## config.mk

```make
export PLATFORM = sky130hd
export DESIGN_NAME = tick_pwm_generator
export DESIGN_NICKNAME = d
export VERILOG_FILES = /design/src/rtl/tick_pwm_pkg.sv /design/src/rtl/tick_edge_sync.sv /design/src/rtl/tick_pwm_generator.sv
export SDC_FILE = /design/constraint.sdc
export NUM_CORES = 1
export LEC_CHECK = 0
export ABC_AREA = 1
export CAP_MARGIN = 0
export CORE_UTILIZATION = 51
export DETAILED_ROUTE_END_ITERATION = 8
export GPL_TIMING_DRIVEN = 0
export PLACE_DENSITY = 0.76
export SKIP_CTS_REPAIR_TIMING = 1
export SLEW_MARGIN = 5
export SYNTH_ARGS = -nofsm -noshare
export SYNTH_HDL_FRONTEND = slang
export SYNTH_SLANG_ARGS = --single-unit
```

## constraint.sdc

```tcl
create_clock -name clk -period 2.5 [get_ports clk]
set_clock_uncertainty 0.05 [all_clocks]
set_input_delay 0.375 -clock clk [delete_from_list [all_inputs] [get_ports clk]]
set_output_delay 0.375 -clock clk [all_outputs]
set_load 0.01 [all_outputs]
```

## src/rtl/tick_pwm_pkg.sv

```systemverilog
// rtl/tick_pwm_pkg.sv - shared types and constants for the tick-driven PWM generator
package tick_pwm_pkg;

  typedef enum logic {
    IDLE = 1'b0,
    RUN  = 1'b1
  } state_t;

  localparam int MIN_SYNC_STAGES = 2;

endpackage

```

## src/rtl/tick_edge_sync.sv

```systemverilog
// rtl/tick_edge_sync.sv - synchronises div_in into clk and emits a one-cycle tick per rising edge
module tick_edge_sync
  import tick_pwm_pkg::*;
#(
  parameter int SYNC_STAGES = 2
) (
  input  logic clk,
  input  logic reset,
  input  logic div_in,
  output logic tick
);

  // Fewer than two flops is not a safe synchroniser, so clamp upward.
  localparam int STAGES = (SYNC_STAGES < MIN_SYNC_STAGES) ? MIN_SYNC_STAGES : SYNC_STAGES;

  logic [STAGES-1:0] sync;
  logic              history;

  always_ff @(posedge clk or negedge reset) begin
    if (!reset) begin
      sync    <= '0;
      history <= 1'b0;
    end else begin
      sync    <= {sync[STAGES-2:0], div_in};
      history <= sync[STAGES-1];
    end
  end

  assign tick = sync[STAGES-1] & ~history;

endmodule

```

## src/rtl/tick_pwm_generator.sv

```systemverilog
// rtl/tick_pwm_generator.sv - PWM counter advanced on synchronised div_in ticks,
// with a one-deep shadow config applied only at period boundaries or while idle
module tick_pwm_generator
  import tick_pwm_pkg::*;
#(
  parameter int CNT_W       = 8,
  parameter int SYNC_STAGES = 2
) (
  input  logic             clk,
  input  logic             reset,
  input  logic             div_in,
  input  logic             en,
  input  logic             cfg_valid,
  output logic             cfg_ready,
  input  logic [CNT_W-1:0] cfg_period,
  input  logic [CNT_W-1:0] cfg_duty,
  output logic             tick,
  output logic             pwm_out,
  output logic             period_done
);

  localparam logic [CNT_W-1:0] ONE = {{(CNT_W-1){1'b0}}, 1'b1};

  state_t           state, state_next;
  logic [CNT_W-1:0] cnt, cnt_next;
  logic [CNT_W-1:0] period_r, period_next;
  logic [CNT_W-1:0] duty_r, duty_next;
  logic [CNT_W-1:0] sh_period, sh_duty;
  logic             pending, pending_next;
  logic             pwm_next, done_next;
  logic             xfer, at_last;

  tick_edge_sync #(
    .SYNC_STAGES(SYNC_STAGES)
  ) u_sync (
    .clk   (clk),
    .reset (reset),
    .div_in(div_in),
    .tick  (tick)
  );

  assign cfg_ready = ~pending;
  assign xfer      = cfg_valid & cfg_ready;
  assign at_last   = (cnt == period_r - ONE);

  always_ff @(posedge clk or negedge reset) begin
    if (!reset) begin
      state       <= IDLE;
      cnt         <= '0;
      period_r    <= '0;
      duty_r      <= '0;
      sh_period   <= '0;
      sh_duty     <= '0;
      pending     <= 1'b0;
      pwm_out     <= 1'b0;
      period_done <= 1'b0;
    end else begin
      state       <= state_next;
      cnt         <= cnt_next;
      period_r    <= period_next;
      duty_r      <= duty_next;
      pending     <= pending_next;
      pwm_out     <= pwm_next;
      period_done <= done_next;
      if (xfer) begin
        sh_period <= cfg_period;
        sh_duty   <= cfg_duty;
      end
    end
  end

  // A transfer can never coincide with an apply: cfg_ready is low whenever pending is set.
  always_comb begin
    state_next   = state;
    cnt_next     = cnt;
    period_next  = period_r;
    duty_next    = duty_r;
    pending_next = pending | xfer;
    unique case (state)
      IDLE: begin
        cnt_next = '0;
        if (pending) begin
          period_next  = sh_period;
          duty_next    = sh_duty;
          pending_next = 1'b0;
        end
        if (en && period_r != '0) state_next = RUN;
      end
      RUN: begin
        if (!en || period_r == '0) begin
          state_next = IDLE;
          cnt_next   = '0;
        end else if (tick) begin
          if (at_last) begin
            cnt_next = '0;
            if (pending) begin
              period_next  = sh_period;
              duty_next    = sh_duty;
              pending_next = 1'b0;
              if (sh_period == '0) state_next = IDLE;
            end
          end else begin
            cnt_next = cnt + ONE;
          end
        end
      end
      default: state_next = IDLE;
    endcase
  end

  always_comb begin
    done_next = (state == RUN) && en && (period_r != '0) && tick && at_last;
    pwm_next  = (state_next == RUN) && (cnt_next < duty_next);
  end

endmodule

```

==> results <==
==> stage by stage <==
| step | hold slack (ns) | setup TNS (ns) | util [%] |
|---|---|---|---|
| after floorplan | 0.0294 | 0 | - |
| after global routing | 0.0500 | -0.325 | 67.8 |
| after detailed placement | 0.290 | -0.270 | 62.1 |
| after CTS | 0.0312 | -0.294 | 63.7 |
| final | 0.0276 | -0.175 | 67.8 |
| after global placement | 0.283 | -11.51 | 61.6 |
==> layout make-up <==
cell class	instances	area, sq um
Timing Repair Buffer	35	338
Inverter	41	156
Tap cell	52	65.1
Multi-Input combinational cell	181	1170
Fill cell	367	1430
Sequential cell	47	1180
Clock buffer	6	72.6
Buffer	4	38.8
==> worst register-to-register path: stages, from the launching register on <==
cell	delay [ns]
dfrtp_1	0.41
inv_2	0.11
ha_4	0.21
nand2_2	0.05
inv_2	0.03
nor2_1	0.08
nand2_1	0.07
nor2_2	0.14
nand3_4	0.10
o21bai_4	0.18
nand3_4	0.12
inv_4	0.08
buf_8	0.12
nand2_2	0.05
o21ai_2	0.06
inv_2	0.07
ha_4	0.27
nand2_1	0.07
o211ai_1	0.26
a21oi_2	0.05
==> metal layers <==
| metal | global-route usage [%] | wire length [um] | up-vias |
|---|---|---|---|
| li1 | - | - | 944 |
| met1 | 28.0 | 2260 | 867 |
| met2 | 30.8 | 2280 | 23 |
| met3 | 3.85 | 112 | 5 |
| met4 | 6.67 | 63 | 0 |
| met5 | 0 | 0 | - |
==> final timing paths <==
check	from	endpoint	cells past startpoint
worst min register to register	u_sync.sync[0]	u_sync.sync[1]	0
worst max register to register	period_r[1]	pwm_out	19
worst max-delay path	period_r[1]	pwm_out	19
worst min-delay path	reset	u_sync.sync[0]	1
max in group asynchronous	reset	duty_r[7]	2
min in group clk	u_sync.sync[0]	u_sync.sync[1]	0
==> registers in the layout, summed over array words and instances (netlist names), 2 cells and up <==
signal and count:
cnt 8, duty_r 8, period_r 8, sh_duty 8, sh_period 8, u_sync.sync 2
==> kinds of logic (layout without fill, tap and decap cells) <==
family	after synthesis	count (layout)	synth area share (%)
flip-flops	47	47	48.6
AND/OR/NAND/NOR	125	125	22.6
buffers and inverters	45	86	7.49
AO/OA/AOI/OAI	23	23	6.30
XOR/XNOR	8	8	2.89
multiplexers	15	15	6.97
adder cells (fa/ha/maj)	10	10	5.17
==> power by group through the flow <==
stage	sequential, mW	combinational (mW)	clock [mW]
6_report	1.22	1.33	0.414
5_1_grt	1.25	1.48	0.452
4_1_cts	1.21	1.13	0.425
3_5_place_dp	1.22	1.13	0
3_3_place_gp	1.21	1.09	0
2_1_floorplan	1.18	0.887	0
==> layout by cell type (no fill, tap or decap), types with 2 or more instances in the layout <==
cell             netlist  final
xor2_1                 6      6
ha_1                  10      6
a21oi_2                1      6
nor4_1                 2      2
inv_2                  8     10
ha_4                   0      4
nor2_2                 5      6
mux2_2                15     15
nand4_1                3      3
buf_4                  1     10
clkbuf_8               0      5
buf_8                  0      2
nor2_1                28     27
clkbuf_1               1      2
nand2_1               65     60
a21oi_1                9      4
o21ai_1                6      6
dfrtp_1               47     47
nand3_4                1      2
nand2_2                3      8
nand3_1               12     12
clkdlybuf4s50_1        0     23
xnor2_1                2      2
buf_2                  1      2
inv_1                 33     30
o21ai_2                4      4
==> run_results.csv <==
group,metric,value,unit
final_layout,instances_no_fill,366,
final_layout,final_cell_area,3010,sq um
timing,hold_viol,0,
timing,final_max_slew_viol_count,0,
cts,clkSinkCount,47,
logic_synthesis,synthTopCellsByArea,"dfrtp_1, nand2_1, mux2_2, ha_1, inv_1",
die,rows,24,
logic_synthesis,yosys_warnings,0,
logic_synthesis,synthTopCellsByCount,"nand2_1, dfrtp_1, inv_1, nor2_1, mux2_2",
die,initial_utilization,54.5,%
die,die_w,70.9,um
place,place_ws,-0.270,ns
critical_path,crit_slowest_cell,"dfrtp_1",
timing,timing.final.crit_share,107,%
drt,wl,4710,um
logic_synthesis,synth_top_cell_by_area,"dfrtp_1",
critical_path,end_kind,"flip-flop",
pwr,power_density,984,nW/um^2
pwr,pwr-share-comb,44.8,%
grt,grt_antenna_before_repair,0,
critical_path,r2r_slack,-0.18,ns
logic_synthesis,ys_ff_latch,47,
status,status,"finished, violations left",
critical_path,critical_path_class,"reg -> reg",
drt,drt_iter0_drc,40,
timing,worstMarginPinSlew,0.592,ns
timing,rsz0062_at_grt,"true",
critical_path,critPathRequiredTime,2.63,ns
die,dieArea,5030,sq um
cts,clkTransAtPathRegs,0.08,ns
critical_path,cp_common_cell,"inv_2",
place,placed_area,2760,sq um
place,port_buffers,24,
drt,drc_errors,0,
critical_path,crit_chain,"inv_2 > ha_4 > nand2_2 > inv_2 > nor2_1 > nand2_1 > nor2_2 > nand3_4 > o21bai_4 > nand3_4 > inv_4 > buf_8 > nand2_2 > o21ai_2 > inv_2 > ha_4 > nand2_1 > o211ai_1 > a21oi_2",
grt,gr-total-overflow,0,
place,globalplace.congestion,0.820,
drt,post_drt_wl_per_cell,12.9,um
timing,slew_headroom,60.6,%
place,dp_cells,350,
pwr,switching_share,38.0,%
pwr,p_sw,1.13,mW
cts,clk_latency,0.29,ns
cts,cts_buffers,5,
logic_synthesis,syn_area,2420,sq um
cts,cts_max_level,2,
final_layout,antenna_cells,0,
critical_path,path_buf_inv,5,
logic_synthesis,syn-num-nets,304,
critical_path,arrival,2.81,ns
pwr,p_leak,1.44,nW
drt,vias,1839,
die,die-height,70.9,um
pwr,seqPwrFrac,41.2,%
logic_synthesis,netlist_instances,273,
drt,via_per_inst,5.02,
logic_synthesis,yosysUniqueCellTypes,31,
die,core_area,4440,sq um
grt,grt_pass1_wl,7650,um
logic_synthesis,synth_top_area_share,48.6,%
timing,fin_crit,2.68,ns
final_layout,syn2layout_area_growth,24.4,%
pwr,total_power,2.96,mW
cts,cts.path.max_buffers,2,
timing,fmax,374,MHz
critical_path,slowest_delay,0.41,ns
critical_path,crit_family,"simple AND/OR/NAND/NOR gates",
logic_synthesis,synth-edff-count,0,
critical_path,crit_fanout,8,
cts,root_buffer,"clkbuf_8",
logic_synthesis,yosysSeqAreaShare,48.6,%
drt,dr.pass1.iters,4,
logic_synthesis,async_flop_share,100,%
job,cap_viol_max_count,0,
timing,setup_viol,1,
pwr,irDropWorstVdd,0.597,mV
pwr,internal_power,1.84,mW
grt,grt_pass1_vias,1724,
drt,ant_nets,0,
die,ios,25,
place,place_hpwl,3480,um
logic_synthesis,synth_flop_cell,"dfrtp_1",
grt,grt_start_max_net_pins,25,
logic_synthesis,avgSynthCellArea,8.87,sq um
critical_path,start_kind,"flip-flop",
logic_synthesis,yosys.cell_count.top_type,"nand2_1",
final_layout,drive_above_1_share,25.2,%
final_layout,fin_nets,346,
worst_hold_path,hold_path_class,"in -> async",
pwr,clkPwrFrac,14.0,%
grt,grtUsageTotal,19.8,%
timing,setup_slack,-0.175,ns
cts,cts_tree,"done",
status,violations,"setup timing",
Note: power is estimated with default switching activity, not from simulation.
